[src/rtl/i2s_tx.sv]
// rtl/i2s_tx.sv - Philips I2S serial transmitter for 15-bit unsigned stereo samples
// Ports:
//   clock  - system clock, all logic on the rising edge
//   reset  - asynchronous active-low reset
//   left   - 15-bit unsigned left sample (midscale 0x4000), captured on load
//   right  - 15-bit unsigned right sample (midscale 0x4000), captured on load
//   sck    - I2S bit clock, period 2*DIV system clocks
//   ws     - word select, 0 = left slot, 1 = right slot
//   sd     - serial data, MSB first
//   load   - one-clock pulse on the edge where left/right are captured
//   mclk   - DAC master clock at clock/2, present only when I2S_MCLK_EN is defined
module i2s_tx #(
  parameter int DIV = 8
) (
  input  logic        clock,
  input  logic        reset,
  input  logic [14:0] left,
  input  logic [14:0] right,
  output logic        sck,
  output logic        ws,
  output logic        sd,
  output logic        load
`ifdef I2S_MCLK_EN
  ,
  output logic        mclk
`endif
);

  localparam logic [7:0] DCNT_MAX = 8'(DIV - 1);

  logic [7:0]  dcnt;
  logic [4:0]  bcnt;
  logic [31:0] sh;

  logic        tick;
  logic        fall;
  logic [4:0]  bcnt_nxt;
  logic [31:0] sh_nxt;
  logic        ws_nxt;
  logic        load_nxt;

  assign tick = (dcnt == DCNT_MAX);
  // sck is about to go high->low: this is where all serial outputs change
  assign fall = tick & sck;

  // Data output is the top of the shift register, so the first bit of a
  // frame appears on the very edge that captures the samples.
  assign sd = sh[31];

  always_comb begin
    bcnt_nxt = bcnt;
    sh_nxt   = sh;
    ws_nxt   = ws;
    load_nxt = 1'b0;
    if (fall) begin
      bcnt_nxt = bcnt + 5'd1;
      // ws switches one bit ahead of each slot's MSB (Philips alignment)
      ws_nxt   = (bcnt_nxt >= 5'd15) && (bcnt_nxt <= 5'd30);
      if (bcnt == 5'd31) begin
        // Offset-binary to two's complement: invert the top bit, then
        // left-justify into 16 bits with a zero LSB.
        sh_nxt   = {~left[14], left[13:0], 1'b0, ~right[14], right[13:0], 1'b0};
        load_nxt = 1'b1;
      end else begin
        sh_nxt = {sh[30:0], 1'b0};
      end
    end
  end

  always_ff @(posedge clock or negedge reset) begin
    if (!reset) begin
      dcnt <= 8'd0;
      sck  <= 1'b0;
      bcnt <= 5'd31;
      sh   <= 32'd0;
      ws   <= 1'b0;
      load <= 1'b0;
    end else begin
      dcnt <= tick ? 8'd0 : dcnt + 8'd1;
      if (tick) begin
        sck <= ~sck;
      end
      bcnt <= bcnt_nxt;
      sh   <= sh_nxt;
      ws   <= ws_nxt;
      load <= load_nxt;
    end
  end

`ifdef I2S_MCLK_EN
  // Free-running clock/2, deliberately unrelated to the sck phase
  always_ff @(posedge clock or negedge reset) begin
    if (!reset) begin
      mclk <= 1'b0;
    end else begin
      mclk <= ~mclk;
    end
  end
`endif

endmodule

[config.mk]
export PLATFORM = sky130hd
export DESIGN_NAME = i2s_tx
export DESIGN_NICKNAME = d
export VERILOG_FILES = /design/src/rtl/i2s_tx.sv
export SDC_FILE = /design/constraint.sdc
export NUM_CORES = 1
export LEC_CHECK = 0
export CAP_MARGIN = 20
export CORE_ASPECT_RATIO = 0.8
export CORE_MARGIN = 10
export CORE_UTILIZATION = 51
export CTS_CLUSTER_SIZE = 8
export DETAILED_ROUTE_END_ITERATION = 10
export DONT_BUFFER_PORTS = 1
export PLACE_DENSITY_LB_ADDON = 0.08
export SLEW_MARGIN = 20
export SYNTH_ARGS = -nofsm -noshare
export SYNTH_HDL_FRONTEND = slang
export SYNTH_SLANG_ARGS = --single-unit
export TNS_END_PERCENT = 1
[constraint.sdc]
create_clock -name clock -period 5.94 [get_ports clock]
set_input_delay 1.188 -clock clock [delete_from_list [all_inputs] [get_ports clock]]
set_output_delay 1.188 -clock clock [all_outputs]
set_load 0.03 [all_outputs]
==> results.txt, run 1 <==
The total overflow left after global routing is 0. The synthesized area per cell is 10.8 um^2. CTS saw 47 sinks.

The deepest clock path buffer count is 2. The critical path data required time came out at 6.11 ns. The clock transition at the register clock pins on the worst setup and hold paths after CTS came out at 0.09 ns.

The final weighted congestion in routability-driven placement is 0.705. In this run the remaining antenna-violating nets after routing total 0. The total of buffers placed on input and output ports is 0. The antenna cell count came out at 0. The global-route usage over all layers is 11.7%.

Setup repair after global routing left no endpoint under its margin. Once the floorplan was initialized, standard cells occupied 53.2% of the core. The flip-flop and latch count after synthesis is 47. STA classifies the critical path endpoint as a flop. The floorplan step defined a die boundary enclosing 7450 um^2. The critical path arrival came out at 2.61 ns. The average wire per cell in the routed design is 15.8 um.

The row count came out at 21. The async set or reset register ratio after synthesis came out at 100%. The setup slack after layout is 3.50 ns. After synthesis, flip-flops and latches occupy 52.9% of the total area. The worst slew slack as a fraction of its limit came out at 41.3%.

The critical path is of the reg2reg type. The placed cell area came out at 2230 um^2. The via count is 1394.

Relative to the synthesized area, the layout overhead comes to 5.15%. The clock latency reported for the late side of the worst-skew pair came out at 0.29 ns. The core area is 4200 um^2. TritonCTS built the clock tree. The delay of the slowest cell on the worst path is 0.76 ns. The footprint of the flip-flops and latches came out at 1180 um^2.

The H-tree was split into 2 levels. From left edge to right edge, the die measures 94.0 um. The final count of pins violating max slew is 0.

The clock skew is 0.00637 ns. The number of antenna violations at the first check in global routing came out at 0. For the pin with the worst max-slew slack, the measured transition is 0.880 ns. The aggregate negative setup slack came out at 0 ns. The share of the cycle needed by the critical path after routing is 41.1%. The detailed-routing iteration count for the pre-antenna-repair pass is 4. Summing all multi-input logic gate instances after layout gives 956 um^2. Of the post-synthesis cell area, the dominant cell type holds 47.0%. The final total power is 560 uW. The area of all placed cells without fillers is 2350 um^2. Walking the worst path, the cells encountered are ha_1 -> and3_1 -> ha_2 -> inv_1 -> a21oi_1 -> o21ai_2. The number of hold violations in the final report came out at 0.

Hold is met by 0.461 ns. The highest attainable clock frequency is 409 MHz. The detailed-route wire length came out at 4120 um. The die is 79.2 um tall. After synthesis, the netlist uses 32 different library cells. Clock tree synthesis inserted a total of 5 buffers. The worst setup path is launched from a flop.

The yosys synthesis warning count is 0. The commonest register cell after synthesis is sky130_fd_sc_hd__dfrtp_1. The largest voltage drop on the vdd net came out at 0.165 mV. The slowest stage of the critical path belongs to the cell sky130_fd_sc_hd__ha_2. The gate count of the mapped netlist came out at 206. By count the netlist is led by sky130_fd_sc_hd__dfrtp_1 (42), sky130_fd_sc_hd__nand2_1 (36), sky130_fd_sc_hd__o21ai_1 (28). The post-route DRC violation count is 0.

The total I/O pin count is 36. The share of layout cells above drive strength 1 is 11.3%. The count of maximum capacitance violations is 0. The number of enable flip-flop cells after synthesis came out at 0. The cell leakage power is 0.00105 uW. The average via count per standard cell came out at 5.34.

The flow ran to the end, and the final reports show no timing, DRC or antenna violations. The number of hold buffers added after CTS was 0. The library cell used as clock root buffer is sky130_fd_sc_hd__clkbuf_8. The largest net degree at the start of global routing is 67.

Ranked by total cell area, the synthesized netlist is headed by sky130_fd_sc_hd__dfrtp_1 (47%), sky130_fd_sc_hd__mux2i_1 (12%), sky130_fd_sc_hd__o21ai_1 (6.3%). Post-CTS timing repair inserted 0 buffers for setup. The total setup violations reported at the end of the flow came out at 0. The number of nets in the layout is 240. The detailed placement HPWL came out at 2990 um. The power density relative to cell area is 238 nW/um^2. The cell type with the highest aggregate area in the netlist is sky130_fd_sc_hd__dfrtp_1.

The initial detailed-routing violation count came out at 55. The post-synth net total came out at 243. The maximum fanout along the worst path came out at 29.

The final critical-path required period is 2.44 ns. The number of inserted filler cells in the final layout came out at 384. The combined area of all synthesized cells is 2230 um^2. The count of instances resized after the clock tree is built is 0. The number of global-route vias before repair came to 1404. The type of the tightest min-delay check is reg2reg. Before CTS, the worst setup slack after placement is 3.52 ns. The most common cell in the netlist is sky130_fd_sc_hd__dfrtp_1. The first-pass GRT wire length came out at 6840 um.
-- per-stage QoR --
| step | utilization [%] | std cells |
|---|---|---|
| after floorplan | - | 206 |
| after global routing | 55.9 | 261 |
| after global placement | 53.1 | 253 |
| after CTS | 55.9 | 261 |
| after detailed placement | 53.1 | 253 |
| final | 55.9 | 261 |
-- path summary, 6_finish.rpt --
path                          from       to  slack, ns  depth (start not counted)
setup / recovery           bcnt[1]   sh[15]       3.50                          6
hold / removal             dcnt[0]  dcnt[0]       0.46                          1
setup reg to reg           bcnt[1]   sh[15]       3.50                          6
hold reg to reg            dcnt[0]  dcnt[0]       0.46                          1
max in group asynchronous    reset  bcnt[2]       5.17                          0
min in group asynchronous    reset       ws       0.58                          0
-- critical path, delay by kind of cell (launching register included) --
kind	cells	cell delay, ns
AND/OR/NAND/NOR	1	0.17
buffers and inverters	1	0.26
adder cells (fa/ha/maj)	2	0.99
flip-flops	1	0.60
AO/OA/AOI/OAI	2	0.29
-- placed cells by master (no fill, tap or decap), drive strengths merged, types with 4 or more instances in the layout --
| master | count |
|---|---|
| and3 | 4 |
| clkbuf | 6 |
| dfrtp | 42 |
| dfstp | 5 |
| ha | 5 |
| inv | 4 |
| mux2i | 27 |
| nand2 | 36 |
| nand3 | 6 |
| nor2 | 7 |
| o21ai | 32 |
| xnor2 | 8 |
-- cell families (layout without fill, tap and decap cells) --
logic type	count (synthesis)	after routing	synth area share, %
simple gates	62	62	12.9
flops	47	47	52.9
compound gates	40	40	10.7
mux	27	27	12.1
buf+inv	15	13	4.65
xor+xnor	10	10	3.92
fa+ha+maj	5	5	2.80
-- flip-flops by register name (all words and copies together) (netlist names) --
name,cells
ws,1
sh,31
sck,1
bcnt,5
load,1
dcnt,8
-- where the power goes --
part           switching, uW  total [uW]  internal, uW
Sequential                 0         320           320
Combinational              0       0.440         0.440
Clock                    104         240           136
Total                    104         560           456
-- layer usage --
metal / share of wire (%) / global-route usage, % / vias up
li1: - / - / 699
met1: 45 / 14.7 / 648
met2: 44 / 16.3 / 35
met3: 9.1 / 5.73 / 12
met4: 2.5 / 5.91 / 0
met5: 0 / 0 / -
-- layout make-up --
type | count | share of cell area (%)
Sequential cell | 47 | 50.3
Multi-Input combinational cell | 144 | 40.7
Clock buffer | 6 | 3.51
Tap cell | 57 | 3.04
Clock inverter | 2 | 1.49
Inverter | 4 | 0.639
Timing Repair Buffer | 1 | 0.319
Note: power is estimated with default switching activity, not from simulation.
==> inputs of run 2 (changes only) <==
==> constraint.sdc (replaced) <==
create_clock -name clock -period 2 [get_ports clock]
set_input_delay 0.4 -clock clock [delete_from_list [all_inputs] [get_ports clock]]
set_output_delay 0.4 -clock clock [all_outputs]
set_load 0.03 [all_outputs]
==> results.txt, run 2 (synthesis gave the netlist of run 1 again) <==
The number of flip-flops under the largest register name came out at 31 (unchanged). The critical path data required time was 2.18 ns (-3.93 ns). The via count came out at 1411 (+1.2%). The number of sinks handled by clock tree synthesis was 47 (unchanged). The critical path start-end classification is reg2reg. The core utilization of the finished layout came out at 58.1% (+2.2 points). The floorplan die height came to 79.2 um (unchanged). The detailed placement HPWL is 2960 um (-0.75%).

The worst-case hold slack came to 0.243 ns (-0.218 ns). The highest attainable clock frequency came out at 541 MHz (+32%). The number of buffers inserted during clock tree synthesis came out at 5 (unchanged). The critical path capture point type is a flop. The critical path arrival came to 2.03 ns (-0.58 ns). The number of hold violations in the final report came out at 0 (unchanged). The average via count per standard cell came out at 5.30 (-0.68%). The clock skew is 0.0105 ns (+0.00412 ns). The row count came to 21 (unchanged). The initial detailed-routing violation count was 45 (-18%). The area taken by multi-input logic gates came out at 956 um^2 (unchanged). The post-route DRC violation count came out at 0 (unchanged).

Setup repair after global routing left no endpoint under its margin. Ranked by flip-flop count, first place goes to sh. The detailed-route wire length is 3990 um (-3.1%). The average wire per cell in the routed design came out at 15.0 um (-4.9%). The maximum fanout along the worst path is 9 (-69%).

The count of maximum capacitance violations came out at 0 (unchanged). The number of nets in the layout is 245 (+2.1%). The largest net degree at the start of global routing came to 67 (unchanged). The power density relative to cell area is 729 nW/um^2 (+210%). The footprint of the flip-flops and latches is 1180 um^2 (unchanged).

The number of antenna-violating nets in the routed design came to 0 (unchanged). The die outline area came out at 7450 um^2 (unchanged). The first-pass GRT wire length came to 6710 um (-1.9%). The largest registers in the layout are sh: 31 flops, dcnt: 8 flops, bcnt: 5 flops. The area of all placed cells without fillers is 2440 um^2 (+3.9%). The flow ran to the end, and the final reports show no timing, DRC or antenna violations. The final cell count without fillers is 266 (+1.9%). The core area is 4200 um^2 (unchanged). The share of layout cells above drive strength 1 came to 12.4% (+1.2 points). The final weighted congestion in routability-driven placement is 0.732 (+3.8%).

The placed cell area is 2270 um^2 (+1.6%). The number of inserted filler cells in the final layout was 352 (-8.3%). The total of buffers placed on input and output ports is 0 (unchanged). The final count of pins violating max slew is 0 (unchanged). The library cell used as clock root buffer is sky130_fd_sc_hd__clkbuf_8. The clock latency reported for the late side of the worst-skew pair is 0.30 ns (about the same). The clock transition at the register clock pins on the worst setup and hold paths after CTS is 0.09 ns (about the same).

The total setup violations reported at the end of the flow is 0 (unchanged). The slew at the pin with the worst max-slew slack was 0.403 ns (-0.478 ns). The total congestion overflow came out at 0 (unchanged). The worst slew slack as a fraction of its limit came out at 73.2% (+32 points). The antenna cell count came out at 0 (unchanged). The worst-case register-to-register setup slack is 0.15 ns (-3.34 ns). The final critical-path required period is 1.85 ns (-0.596 ns). Leaving out fill and tap cells, the most frequent cell in the layout is sky130_fd_sc_hd__dfrtp_1. The instance count after placement with tap cells included was 256 (+1.2%). The library cells used most frequently in the layout, excluding fill and tap cells, are sky130_fd_sc_hd__dfrtp_1 (42), sky130_fd_sc_hd__nand2_1 (36), sky130_fd_sc_hd__o21ai_1 (28). STA classifies the critical path startpoint as a flop. The effective utilization at floorplan is 53.2% (unchanged).

The deepest clock path buffer count is 2 (unchanged). The number of antenna violations at the first check in global routing is 0 (unchanged). The number of global-route vias before repair came out at 1423 (+1.4%).

The total I/O pin count came out at 36 (unchanged). The worst hold path belongs to the class in2reg. The area growth from synthesis to layout is 9.24%. The share of the cycle needed by the critical path after routing is 92.4% (+51 points). The global-route usage over all layers is 11.4% (-0.38 points). The aggregate negative setup slack is 0 ns (unchanged). The detailed-routing iteration count for the pre-antenna-repair pass came out at 4 (unchanged). The H-tree depth is 2 (unchanged). The width of the die came to 94.0 um (unchanged). The largest voltage drop on the vdd net is 0.380 mV (+130%).

The CTS tree is built. The cell leakage power came out at 0.00109 uW (+4.3%).
==> run 2: changes by cell type in the layout (fill, tap and decap cells not counted), sizes merged <==
cell / before / now
buf: 1 / 5
bufinv: 1 / 2
clkinv: 1 / 0
dlygate4sd3: 0 / 1
==> run 2: area by class of cell <==
cell class / instances / share of cell area, %
Sequential cell: 47 / 48.4
Tap cell: 57 / 2.92
Timing Repair Buffer: 6 / 3.43
Clock buffer: 6 / 2.97
Inverter: 4 / 0.615
Multi-Input combinational cell: 144 / 39.2
Clock inverter: 2 / 2.46
==> run 2: power breakdown <==
| part | switching, uW | internal [uW] | total [uW] |
|---|---|---|---|
| sequential | 0 | 950 | 950 |
| clock | 304 | 499 | 803 |
| combinational | 18.1 | 8.22 | 26.3 |
| total | 322 | 1460 | 1780 |
==> run 2: path summary, 6_finish.rpt <==
check,startpoint,endpoint,depth (start not counted)
worst max-delay path,bcnt[0],sh[26],6
worst min-delay path,right[0],sh[1],2
worst max register to register,bcnt[0],sh[26],6
worst min register to register,dcnt[0],dcnt[0],1
max in group asynchronous,reset,bcnt[1],2
min in group asynchronous,reset,sh[19],2
==> run 2: layer usage <==
layer  part of all wire, %  GRT usage (%)
met2                    46           17.8
met5                     0              0
met3                    10           6.02
met4                   1.5           4.55
met1                    43           12.8
==> run 2: metrics by stage <==
stage          power, uW  worst slack, ns
2_1_floorplan        970            0.105
3_3_place_gp         970            0.194
3_5_place_dp         970            0.146
4_1_cts             1800            0.132
5_1_grt             1850          0.00102
6_report            1780            0.151
==> run 2: what timing repair did <==
action	in CTS	in global routing
setup buffers	0	0
resized for setup	0	1
endpoints found under the setup margin	0	1
hold buffers	2	0
endpoints found under the hold margin	47	0
==> run 2: critical path, cell delays in order (launching register included) <==
cell                      delay, ns
sky130_fd_sc_hd__dfstp_2       0.60
sky130_fd_sc_hd__ha_1          0.22
sky130_fd_sc_hd__and3_1        0.17
sky130_fd_sc_hd__ha_2          0.23
sky130_fd_sc_hd__buf_4         0.22
sky130_fd_sc_hd__mux2i_1       0.22
sky130_fd_sc_hd__o21ai_1       0.08
